===== src/rtl/imm_field_packer_if.sv =====
// imm_field_packer_if: load-side and instruction-memory-side handshakes for the immediate field packer
interface imm_field_packer_if #(parameter int DATA_W = 8, parameter int FIELD_W = 2);
  logic              in_valid;
  logic              in_ready;
  logic [DATA_W-1:0] in_data;
  logic              flush;
  logic              flush_done;
  logic              out_valid;
  logic              out_ready;
  logic [DATA_W-1:0] out_word;
  logic [2:0]        out_fields;
  logic              range_err;
  logic              err_clr;
  modport master (
    output in_valid, in_data, flush, out_ready, err_clr,
    input  in_ready, flush_done, out_valid, out_word, out_fields, range_err
  );
  modport slave (
    input  in_valid, in_data, flush, out_ready, err_clr,
    output in_ready, flush_done, out_valid, out_word, out_fields, range_err
  );
endinterface


===== src/rtl/imm_field_packer.sv =====
// imm_field_packer: narrows signed immediates to FIELD_W-bit fields and packs them into DATA_W-bit words
// Define SATURATE_EN to clamp out-of-range values instead of truncating them.
module imm_field_packer #(
  parameter int DATA_W  = 8,
  parameter int FIELD_W = 2
) (
  input logic            clk,
  input logic            rst_n,
  imm_field_packer_if.slave bus
);
  localparam int FIELDS = DATA_W / FIELD_W;
  localparam int CW     = $clog2(FIELDS + 1);
  logic [CW-1:0]      count, held;
  logic [DATA_W-1:0]  acc, acc_next;
  logic [FIELD_W-1:0] fld;
  logic               slot_free, last, in_fire, fits, flush_go, load;
  assign slot_free   = !bus.out_valid | bus.out_ready;
  assign last        = count == CW'(FIELDS - 1);
  assign bus.in_ready = !last | slot_free;
  assign in_fire     = bus.in_valid & bus.in_ready;
  assign fits        = (&bus.in_data[DATA_W-1:FIELD_W-1]) | ~(|bus.in_data[DATA_W-1:FIELD_W-1]);
  assign held        = count + CW'(in_fire);
  // The cycle after flush_done the source may still show flush; that is the tail of the same request.
  assign flush_go    = bus.flush & !bus.flush_done & slot_free;
  assign load        = (in_fire & last) | (flush_go & (held != '0));
  always_comb begin
`ifdef SATURATE_EN
    fld = fits ? bus.in_data[FIELD_W-1:0]
        : bus.in_data[DATA_W-1] ? {1'b1, {(FIELD_W-1){1'b0}}} : {1'b0, {(FIELD_W-1){1'b1}}};
`else
    fld = bus.in_data[FIELD_W-1:0];
`endif
  end
  always_comb begin
    acc_next = acc;
    for (int k = 0; k < FIELDS; k++)
      if (in_fire && count == CW'(k)) acc_next[k*FIELD_W +: FIELD_W] = fld;
  end
  always_ff @(posedge clk or negedge rst_n) begin
    if (!rst_n) begin
      count          <= '0;
      acc            <= '0;
      bus.out_valid  <= 1'b0;
      bus.out_word   <= '0;
      bus.out_fields <= '0;
      bus.range_err  <= 1'b0;
      bus.flush_done <= 1'b0;
    end else begin
      count          <= load ? '0 : held;
      acc            <= load ? '0 : acc_next;
      bus.range_err  <= (in_fire & !fits) | (bus.range_err & !bus.err_clr);
      bus.flush_done <= flush_go;
      if (load) begin
        bus.out_valid  <= 1'b1;
        bus.out_word   <= acc_next;
        bus.out_fields <= 3'(held);
      end else if (bus.out_ready) begin
        bus.out_valid  <= 1'b0;
      end
    end
  end
endmodule


===== src/flat_wrapper.sv =====
// flat-port wrapper written by rule: the top's interface ports become plain ports
module imm_field_packer_flat 
#(
  parameter int DATA_W  = 8,
  parameter int FIELD_W = 2
)
  (clk, rst_n, bus_in_valid, bus_in_data, bus_flush, bus_out_ready, bus_err_clr, bus_in_ready, bus_flush_done, bus_out_valid, bus_out_word, bus_out_fields, bus_range_err);
  imm_field_packer_if #(.DATA_W(DATA_W), .FIELD_W(FIELD_W)) bus_i ();
  input logic clk;
  input logic rst_n;
  input wire logic [$bits(bus_i.in_valid)-1:0] bus_in_valid;
  input wire logic [$bits(bus_i.in_data)-1:0] bus_in_data;
  input wire logic [$bits(bus_i.flush)-1:0] bus_flush;
  input wire logic [$bits(bus_i.out_ready)-1:0] bus_out_ready;
  input wire logic [$bits(bus_i.err_clr)-1:0] bus_err_clr;
  output wire logic [$bits(bus_i.in_ready)-1:0] bus_in_ready;
  output wire logic [$bits(bus_i.flush_done)-1:0] bus_flush_done;
  output wire logic [$bits(bus_i.out_valid)-1:0] bus_out_valid;
  output wire logic [$bits(bus_i.out_word)-1:0] bus_out_word;
  output wire logic [$bits(bus_i.out_fields)-1:0] bus_out_fields;
  output wire logic [$bits(bus_i.range_err)-1:0] bus_range_err;
  assign bus_i.in_valid = bus_in_valid;
  assign bus_i.in_data = bus_in_data;
  assign bus_i.flush = bus_flush;
  assign bus_i.out_ready = bus_out_ready;
  assign bus_i.err_clr = bus_err_clr;
  assign bus_in_ready = bus_i.in_ready;
  assign bus_flush_done = bus_i.flush_done;
  assign bus_out_valid = bus_i.out_valid;
  assign bus_out_word = bus_i.out_word;
  assign bus_out_fields = bus_i.out_fields;
  assign bus_range_err = bus_i.range_err;
  imm_field_packer #(.DATA_W(DATA_W), .FIELD_W(FIELD_W)) u_core (.clk(clk), .rst_n(rst_n), .bus(bus_i));
endmodule

===== config.mk =====
export PLATFORM = sky130hd
export DESIGN_NAME = imm_field_packer_flat
export DESIGN_NICKNAME = d
export VERILOG_FILES = /design/src/rtl/imm_field_packer_if.sv /design/src/rtl/imm_field_packer.sv /design/src/flat_wrapper.sv
export SDC_FILE = /design/constraint.sdc
export NUM_CORES = 1
export LEC_CHECK = 0
export CORE_MARGIN = 2
export CORE_UTILIZATION = 35
export CTS_CLUSTER_DIAMETER = 150
export DETAILED_ROUTE_END_ITERATION = 8
export PLACE_DENSITY = 0.68
export SYNTH_ARGS = -nofsm -noshare
export SYNTH_HDL_FRONTEND = slang
export SYNTH_SLANG_ARGS = --single-unit

===== constraint.sdc =====
create_clock -name clk -period 2.6 [get_ports clk]
set_clock_uncertainty 0.05 [all_clocks]
set_input_delay 0.78 -clock clk [delete_from_list [all_inputs] [get_ports clk]]
set_output_delay 0.78 -clock clk [all_outputs]
set_load 0.02 [all_outputs]

-- Word-level counts from Yosys, hierarchy flattened
Cells that the tools add are included.
- add/sub/neg operators: 1
- bitwise logic cells: 13
- eq/ne operators: 3
- reductions and logical operators: 14
- multiplexer cells: 8
- operators with widths (cell ; number):
    $mux 2 ; 4
    $mux 8 ; 1
    $and 1x1->1 ; 7
    $reduce_and 7->1 ; 1
    $reduce_or 7->1 ; 1
    $eq 3x2->1 const B ; 2
    $logic_not 1->1 ; 5
    $or 1x1->1 ; 5
    $logic_and 1x1->1 ; 4
    $add 3x1->3 ; 1
    $eq 3x1->1 const B ; 1
    $logic_not 3->1 ; 1
    $mux 3 ; 1
    $reduce_bool 3->1 ; 1
    $mux 1 ; 2
    $reduce_bool 2->1 ; 1
    $not 1->1 ; 1
- input bits: 14
- logic and storage cells: 46
- register bits after elaboration: 25

-- Longest topological paths before layout
Gate-level depths: netlist (run 1).
- depth in word-level cells: 9
- depth in mapped cells: 11
- mapped depth without buffers: 9

-- Least setup slack after synthesis (run 1)
OpenSTA, ideal clock, no wires.
- kind: input-to-reg
- from: input port bus_out_ready
- to: register u_core.bus.out_fields[0]
- slack: -0.496 ns
- stages: 10
- data required time: 2.425 ns
- library setup time: 0.125 ns
- arrival: 2.921 ns
- buffers on the path: 1
- cells stage by stage: nand2b_1 > nand2b_1 > and2_1 > ha_1 > ha_1 > xor2_1 > o311a_1 > buf_6 > nor2_1 > mux2_2
- longest elaborated chain between the ends: 7
- ends and longest elaborated chain (item ; line ; text):
    start, declared ; flat_wrapper.sv:14 ; input wire logic [$bits(bus_i.out_ready)-1:0] bus_out_ready;
    $or 1x1->1 * ; imm_field_packer.sv:17 ; assign slot_free = !bus.out_valid | bus.out_ready;
    $or 1x1->1 * ; imm_field_packer.sv:19 ; assign bus.in_ready = !last | slot_free;
    named net bus_in_ready ; flat_wrapper.sv:16 ; output wire logic [$bits(bus_i.in_ready)-1:0] bus_in_ready;
    $and 1x1->1 * ; imm_field_packer.sv:20 ; assign in_fire = bus.in_valid & bus.in_ready;
    $add 3x1->3 ; imm_field_packer.sv:22 ; assign held = count + CW'(in_fire);
    $reduce_bool 3->1 ; imm_field_packer.sv:25 ; assign load = (in_fire & last) | (flush_go & (held != '0));
    $and 1x1->1 ; imm_field_packer.sv:25 ;
    $or 1x1->1 ; imm_field_packer.sv:25 ;
    end signal, assigned ; imm_field_packer.sv:56 ; bus.out_fields <= 3'(held);
    end, declared ; imm_field_packer_if.sv:20 ; output in_ready, flush_done, out_valid, out_word, out_fields, range_err
The timed path passes the listed nets; every way through them passes the cells marked *.
A chain may end at the register's enable or synchronous reset.

-- Final worst setup path (run 1)
- from: input port bus_out_ready
- to: register u_core.bus.out_fields[2]
- longest elaborated chain between the ends: 7
- ends and longest elaborated chain (item ; line):
    $or 1x1->1 * ; imm_field_packer.sv:17
    $or 1x1->1 ; imm_field_packer.sv:19
    $and 1x1->1 ; imm_field_packer.sv:20
    $add 3x1->3 ; imm_field_packer.sv:22
    $reduce_bool 3->1 ; imm_field_packer.sv:25
    $and 1x1->1 ; imm_field_packer.sv:25
    $or 1x1->1 ; imm_field_packer.sv:25
Every way passes the cells marked *; elsewhere a longest branch is shown, timed or not.

==> metrics, run 1 <==
period utilization 98.9%; Clock Pin Slew Worst Setup and Hold Paths 0.13 ns; first-pass GRT wire length 3.93 mm; Antenna Cells 0; worst vdd ir 0.452 mV; Mean Syn Cell Area 11.9 um2; post-placement cell count 166; core area 0.00300 mm2; final setup vio count 0; die area 0.00358 mm2; Core Rows 20; WP data required 2.76 ns; Synth Area in Adders 2.29%; Syn Std Cell Area 0.00109 mm2; cells after synthesis 92; DR WL/cell 13.3 um; Clock Latency Late Sink 0.30 ns; post-route ant nets 0; via/cell ratio 5.00; multiplexer share of the synthesized area 10.8%; asr flop ratio synth 100%; max-cap viol count 0; clk sink count 25; dpl cell area 0.00157 mm2; chip height 59.8 um; initial antenna violation count 0; Fin. Hold Viols 0; # hold bufs at CTS 0; Post-synth EDFFs 0; CP max FO 3; Hold Path Class flip-flop to flip-flop; Slew headroom 79.2%; Main synth FF type dfrtp_1; Synth cell types 28; Power Dens Cells 1090 mW/mm2; TritonCTS buffer count 3; CTS tree yes; DP HPWL 1.77 mm; final worst path period need 2.57 ns; GPL Wtd Cong 0.755; sequential share of the synthesized area 57.3%; vias in the first global route 957; Die X 59.8 um; PortBufs 28; final instance area 0.00163 mm2; FF+latch count, synth 25; Static Leak 0.735 nW; largest net degree at the start of global routing 26; htree depth 1; initial core utilization 36.3%; vias 865; DRC 0; Synth Area in Simple Gates 20.2%; CTS Buffer Depth 2; kind of end point of the critical path flip-flop; startpoint types input pin; Ys Warns 0; Layout Nets 157; Worst-Margin Slew 0.312 ns; root buffer cell clkbuf_4; gr ovfl total 0; 1st-iter DRT viols 9; syn nets 108; fmax 0.389 GHz; Crit Path Class input pin to flip-flop; status finished clean; synth-to-layout area growth 49.8%; Final Non-Filler Cells 173; Compound-Gate Fraction of Synth Area 5.85%; share of cells above drive strength 1 30.0%; DR pass1 iterations 4; Worst EP arrival 2.73 ns; largest family of logic cells by synthesized area simple AND/OR/NAND/NOR gates; drt total wl 2.29 mm; Final Slew Violations 0; XOR/XNOR Fraction of Synth Area 0.803%; total track usage 14.3%; boundary pin count 29
[kinds of logic (layout without fill, tap and decap cells)]
kind of cell	after synthesis	count (layout)
AO/OA/AOI/OAI	11	11
XOR/XNOR	1	1
adder cells (fa/ha/maj)	2	2
buffers and inverters	4	52
flip-flops	25	25
multiplexers	11	11
AND/OR/NAND/NOR	38	38
[per-stage QoR]
step / utilization [%] / worst slack [ns] / power [W] / hold slack (ns) / TNS, ns
after floorplan: - / -0.281 / 0.00119 / 0.403 / -2.40
after global placement: 52.4 / -0.536 / 0.00158 / 0.421 / -9.52
after detailed placement: 52.4 / -0.575 / 0.00161 / 0.428 / -10.41
after CTS: 53.2 / 0.00344 / 0.00178 / 0.458 / 0
after global routing: 54.4 / -0.00163 / 0.00191 / 0.482 / -0.00163
final: 54.4 / 0.0282 / 0.00178 / 0.449 / 0
[what timing repair did]
| action | 4_1_cts | 5_1_grt |
|---|---|---|
| setup buffers | 0 | 3 |
| pin swaps | 2 | 5 |
| gates resized for setup | 2 | 5 |
| endpoints found under the setup margin | 21 | 14 |
[layout by cell type, fill, tap and decap left out, types with 2 or more instances in the layout]
master,n
ha_4,2
and2_1,5
clkbuf_4,3
nor3_1,7
a21oi_1,3
nor2_1,8
nand2_1,3
mux2_2,2
clkdlybuf4s50_1,25
nand2b_4,2
a21oi_2,4
dfrtp_1,25
o21ai_0,2
and4bb_2,2
buf_4,18
mux2i_1,8
[worst max-delay path, cell delays in order]
cell and delay [ns]:
clkbuf_2 0.08, nand2b_4 0.13, nand2b_4 0.14, and2_4 0.15, ha_4 0.16, ha_4 0.17, xor2_4 0.18, o311a_1 0.37
or2_4 0.28, mux2_4 0.29
[final timing paths]
kind / start / endpoint / slack, ns / cells past startpoint
worst max register to register: u_core.count[2] / u_core.bus.out_fields[2] / 0.15 / 9
worst min register to register: u_core.acc[6] / u_core.acc[6] / 0.45 / 1
max in group asynchronous: rst_n / u_core.bus.out_valid / 1.48 / 2
worst min-delay path: u_core.acc[6] / u_core.acc[6] / 0.45 / 1
min in group asynchronous: rst_n / u_core.bus.out_word[3] / 0.77 / 2
worst max-delay path: bus_out_ready / u_core.bus.out_fields[2] / 0.03 / 10
[power by group]
part | switching, W | total (W) | internal (W)
clock | 0.000105 | 0.000164 | 0.0000597
sequential | 0.0000732 | 0.000615 | 0.000542
combinational | 0.000460 | 0.00100 | 0.000542
[sequential cells by signal, summed over array words and instances (netlist names)]
signal,count
u_core.bus.flush_done,1
u_core.bus.out_word,8
u_core.bus.range_err,1
u_core.bus.out_valid,1
u_core.count,3
u_core.bus.out_fields,3
u_core.acc,8
[synth_stat cells, types with 2 or more instances]
cell | instances | area share [%]
a21oi_1 | 7 | 3.2
and2_1 | 6 | 3.4
and4bb_2 | 2 | 2.3
buf_6 | 2 | 2.1
dfrtp_1 | 25 | 57
ha_1 | 2 | 2.3
mux2_2 | 2 | 2.1
mux2i_1 | 8 | 7.3
nand2_1 | 3 | 1.0
nand2b_1 | 2 | 1.1
nor2_1 | 9 | 3.1
nor3_1 | 7 | 3.2
o21ai_0 | 2 | 0.92
[cell type report]
type / instances / area [um2]
Tap cell: 33 / 41.3
Timing Repair Buffer: 47 / 423
Multi-Input combinational cell: 63 / 514
Clock buffer: 4 / 26.3
Fill cell: 260 / 1370
Sequential cell: 25 / 626
Inverter: 1 / 3.75
[per-layer routing]
| metal | part of all wire [%] | global-route usage, % | wire (um) |
|---|---|---|---|
| met4 | 0.57 | 3.81 | 13 |
| met1 | 44 | 17.6 | 1010 |
| met3 | 2.7 | 2.16 | 62 |
| met2 | 53 | 25.9 | 1210 |
| met5 | 0 | 0 | 0 |
No activity file was read; power rests on OpenSTA's default activity.
==> run 2, diff against run 1 <==
--- a/config.mk
+++ b/config.mk
@@ -9,7 +9,8 @@
 export CORE_UTILIZATION = 35
 export CTS_CLUSTER_DIAMETER = 150
 export DETAILED_ROUTE_END_ITERATION = 8
-export PLACE_DENSITY = 0.68
+export GPL_TIMING_DRIVEN = 0
+export PLACE_DENSITY = 0.66
 export SYNTH_ARGS = -nofsm -noshare
 export SYNTH_HDL_FRONTEND = slang
 export SYNTH_SLANG_ARGS = --single-unit
==> constraint.sdc (replaced) <==
create_clock -name clk -period 2.5 [get_ports clk]
set_clock_uncertainty 0.05 [all_clocks]
set_input_delay 0.75 -clock clk [delete_from_list [all_inputs] [get_ports clk]]
set_output_delay 0.75 -clock clk [all_outputs]
set_load 0.02 [all_outputs]
==> run 2 against run 1 <==
  * The flow now finishes with violations (negative setup slack)
  * Worst hold slack gained 0.0046 ns
  * Clock power grew 7%
  * Routed wire length grew 0.26%
  * Non-clock buffer count shrank 13
  * First-iteration DRC count grew 11%
  * Via count shrank 6.7%
  * Cell count shrank 7.5%
  * Sequential share of layout area grew 2.2 points
  * Sequential power grew 8.0%
  * Core utilization shrank 2.6 points
  * Total power grew 0.83%
  * Count of clock-buffer cells in the layout is the same
  * Critical path type unchanged
==> metrics, run 2 (synthesis results as in run 1) <==
initial antenna violation count 0 (unchanged); Final Non-Filler Cells 160 (-7.5%); DR WL/cell 14.4 um (+8.4%); most frequent cells in the layout clkdlybuf4s50_1, dfrtp_1, nor2_1, mux2i_1, nor3_1; post-route ant nets 0 (unchanged); gr ovfl total 0 (unchanged); Top Registers u_core.acc x8, u_core.bus.out_word x8; PortBufs 28 (unchanged); CTS tree yes; core area 0.00300 mm2 (unchanged); worst vdd ir 0.636 mV (+41%); boundary pin count 29 (unchanged); drt total wl 2.30 mm (+0.26%); final worst path period need 2.53 ns; DR pass1 iterations 2 (-2); Core Rows 20 (unchanged); initial core utilization 36.3% (unchanged); top sig layer met4; most common cell after layout, fill and taps aside clkdlybuf4s50_1; Final Slew Violations 0 (unchanged); Die X 59.8 um (unchanged); CP max FO 4 (+1); first-pass GRT wire length 3.92 mm (-0.18%); dpl cell area 0.00148 mm2 (-6.0%); Worst-Margin Slew 1.08 ns (+0.764 ns); violated checks negative setup slack; RSZ-0062 raised after global routing true; worst setup slack after layout -0.0269 ns (-0.0551 ns); startpoint types input pin; Fin. Hold Viols 0 (unchanged); TritonCTS buffer count 3 (unchanged); root buffer cell clkbuf_4; 1st-iter DRT viols 10 (+1); # hold bufs at CTS 0 (unchanged); Routed met2 length 1.17 mm (-3.6%); Worst EP arrival 2.69 ns (-0.04 ns); Final Util 51.8% (-2.6 points); WL met3 55 um (-11%); final instance area 0.00156 mm2 (-4.8%); clk sink count 25 (unchanged); total track usage 14.7% (+0.41 points); largest net degree at the start of global routing 26 (unchanged); kind of end point of the critical path flip-flop; Hold Path Class flip-flop to flip-flop; final setup vio count 1 (+1); Static Leak 0.662 nW (-10%); status complete, but fails checks; fmax 0.396 GHz; DP HPWL 1.66 mm (-6.3%); htree depth 1 (unchanged); chip height 59.8 um (unchanged); via/cell ratio 5.04 (+0.88%); WP data required 2.66 ns (-0.10 ns); Clock Pin Slew Worst Setup and Hold Paths 0.12 ns (about the same); max-cap viol count 0 (unchanged); post-placement cell count 153 (-7.8%); Routed met1 length 1.05 mm (+4.0%); Layout Nets 144 (-8.3%); Sum Neg Setup Slack -0.0269 ns (-0.0269 ns); Power Dens Cells 1160 mW/mm2 (+5.9%); Crit Path Class input pin to flip-flop; vias in the first global route 847 (-11%); synth-to-layout area growth 42.5%; die area 0.00358 mm2 (unchanged); GPL Wtd Cong 0.697 (-7.7%); CTS Buffer Depth 2 (unchanged); vias 807 (-6.7%); share of cells above drive strength 1 25.2% (-4.8 points); Antenna Cells 0 (unchanged); Slew headroom 28.1% (-51 points); period utilization 101%; Clock Latency Late Sink 0.31 ns (about the same); DRC 0 (unchanged)
run 2: changes by cell type in the layout (fill, tap and decap cells not counted):
cell and delta:
buf_4 -14, buf_6 +1, clkbuf_1 +1, clkbuf_2 -1, dfrtp_1 -3, dfrtp_2 +3
dlygate4sd2_1 +1, dlymetal6s2s_1 -1, nor2_2 -1, nor2_4 +1, o21ai_0 -2, o21ai_1 +2
o311a_1 -1, o311a_4 +1
run 2: report_power, final:
| group | switching (W) | internal, W |
|---|---|---|
| combinational | 0.000460 | 0.000497 |
| sequential | 0.0000956 | 0.000568 |
| clock | 0.000114 | 0.0000623 |
| total | 0.000669 | 0.00113 |
run 2: area by class of cell:
type / count / area, um2
multi-input combinational: 63 / 531
clock buffer: 4 / 26.3
sequential: 25 / 629
buffer: 2 / 15.0
tap: 33 / 41.3
inverter: 1 / 3.75
timing repair buffer: 32 / 309
fill: 275 / 1450
run 2: metal layers:
layer  up-vias  global-route usage (%)
li1        394                       -
met1       397                    19.6
met2        12                    24.2
met3         4                    2.16
met4         0                    5.71
met5         -                       0
run 2: critical path: stages:
cell and delay (ns):
buf_6 0.09, nand2b_4 0.13, nand2b_4 0.14, and2_4 0.14, ha_4 0.16, ha_4 0.16
xor2_4 0.15, o311a_4 0.38, or2_4 0.28, mux2_4 0.30
run 2: worst paths after layout:
check	startpoint	end	slack, ns	cells past startpoint
setup / recovery	bus_out_ready	u_core.bus.out_fields[2]	-0.03	10
hold / removal	u_core.acc[7]	u_core.acc[7]	0.45	1
setup reg to reg	u_core.count[2]	u_core.bus.out_fields[2]	0.03	9
hold reg to reg	u_core.acc[7]	u_core.acc[7]	0.45	1
max in group asynchronous	rst_n	u_core.count[0]	0.73	1
min in group asynchronous	rst_n	u_core.acc[0]	0.96	1
run 2: timing repair:
| item | CTS | global route |
|---|---|---|
| pin swaps | 2 | 2 |
| setup buffers | 4 | 0 |
| resized for setup | 9 | 3 |
| setup endpoints to repair | 21 | 13 |
run 2: stage by stage:
stage | total power [W] | setup WS (ns) | hold WS (ns)
finish | 0.00180 | -0.0269 | 0.453
global placement | 0.00155 | -0.809 | 0.432
detailed placement | 0.00157 | -0.799 | 0.433
floorplan | 0.00124 | -0.351 | 0.403
global route | 0.00193 | -0.0438 | 0.496
CTS | 0.00180 | -0.0173 | 0.465
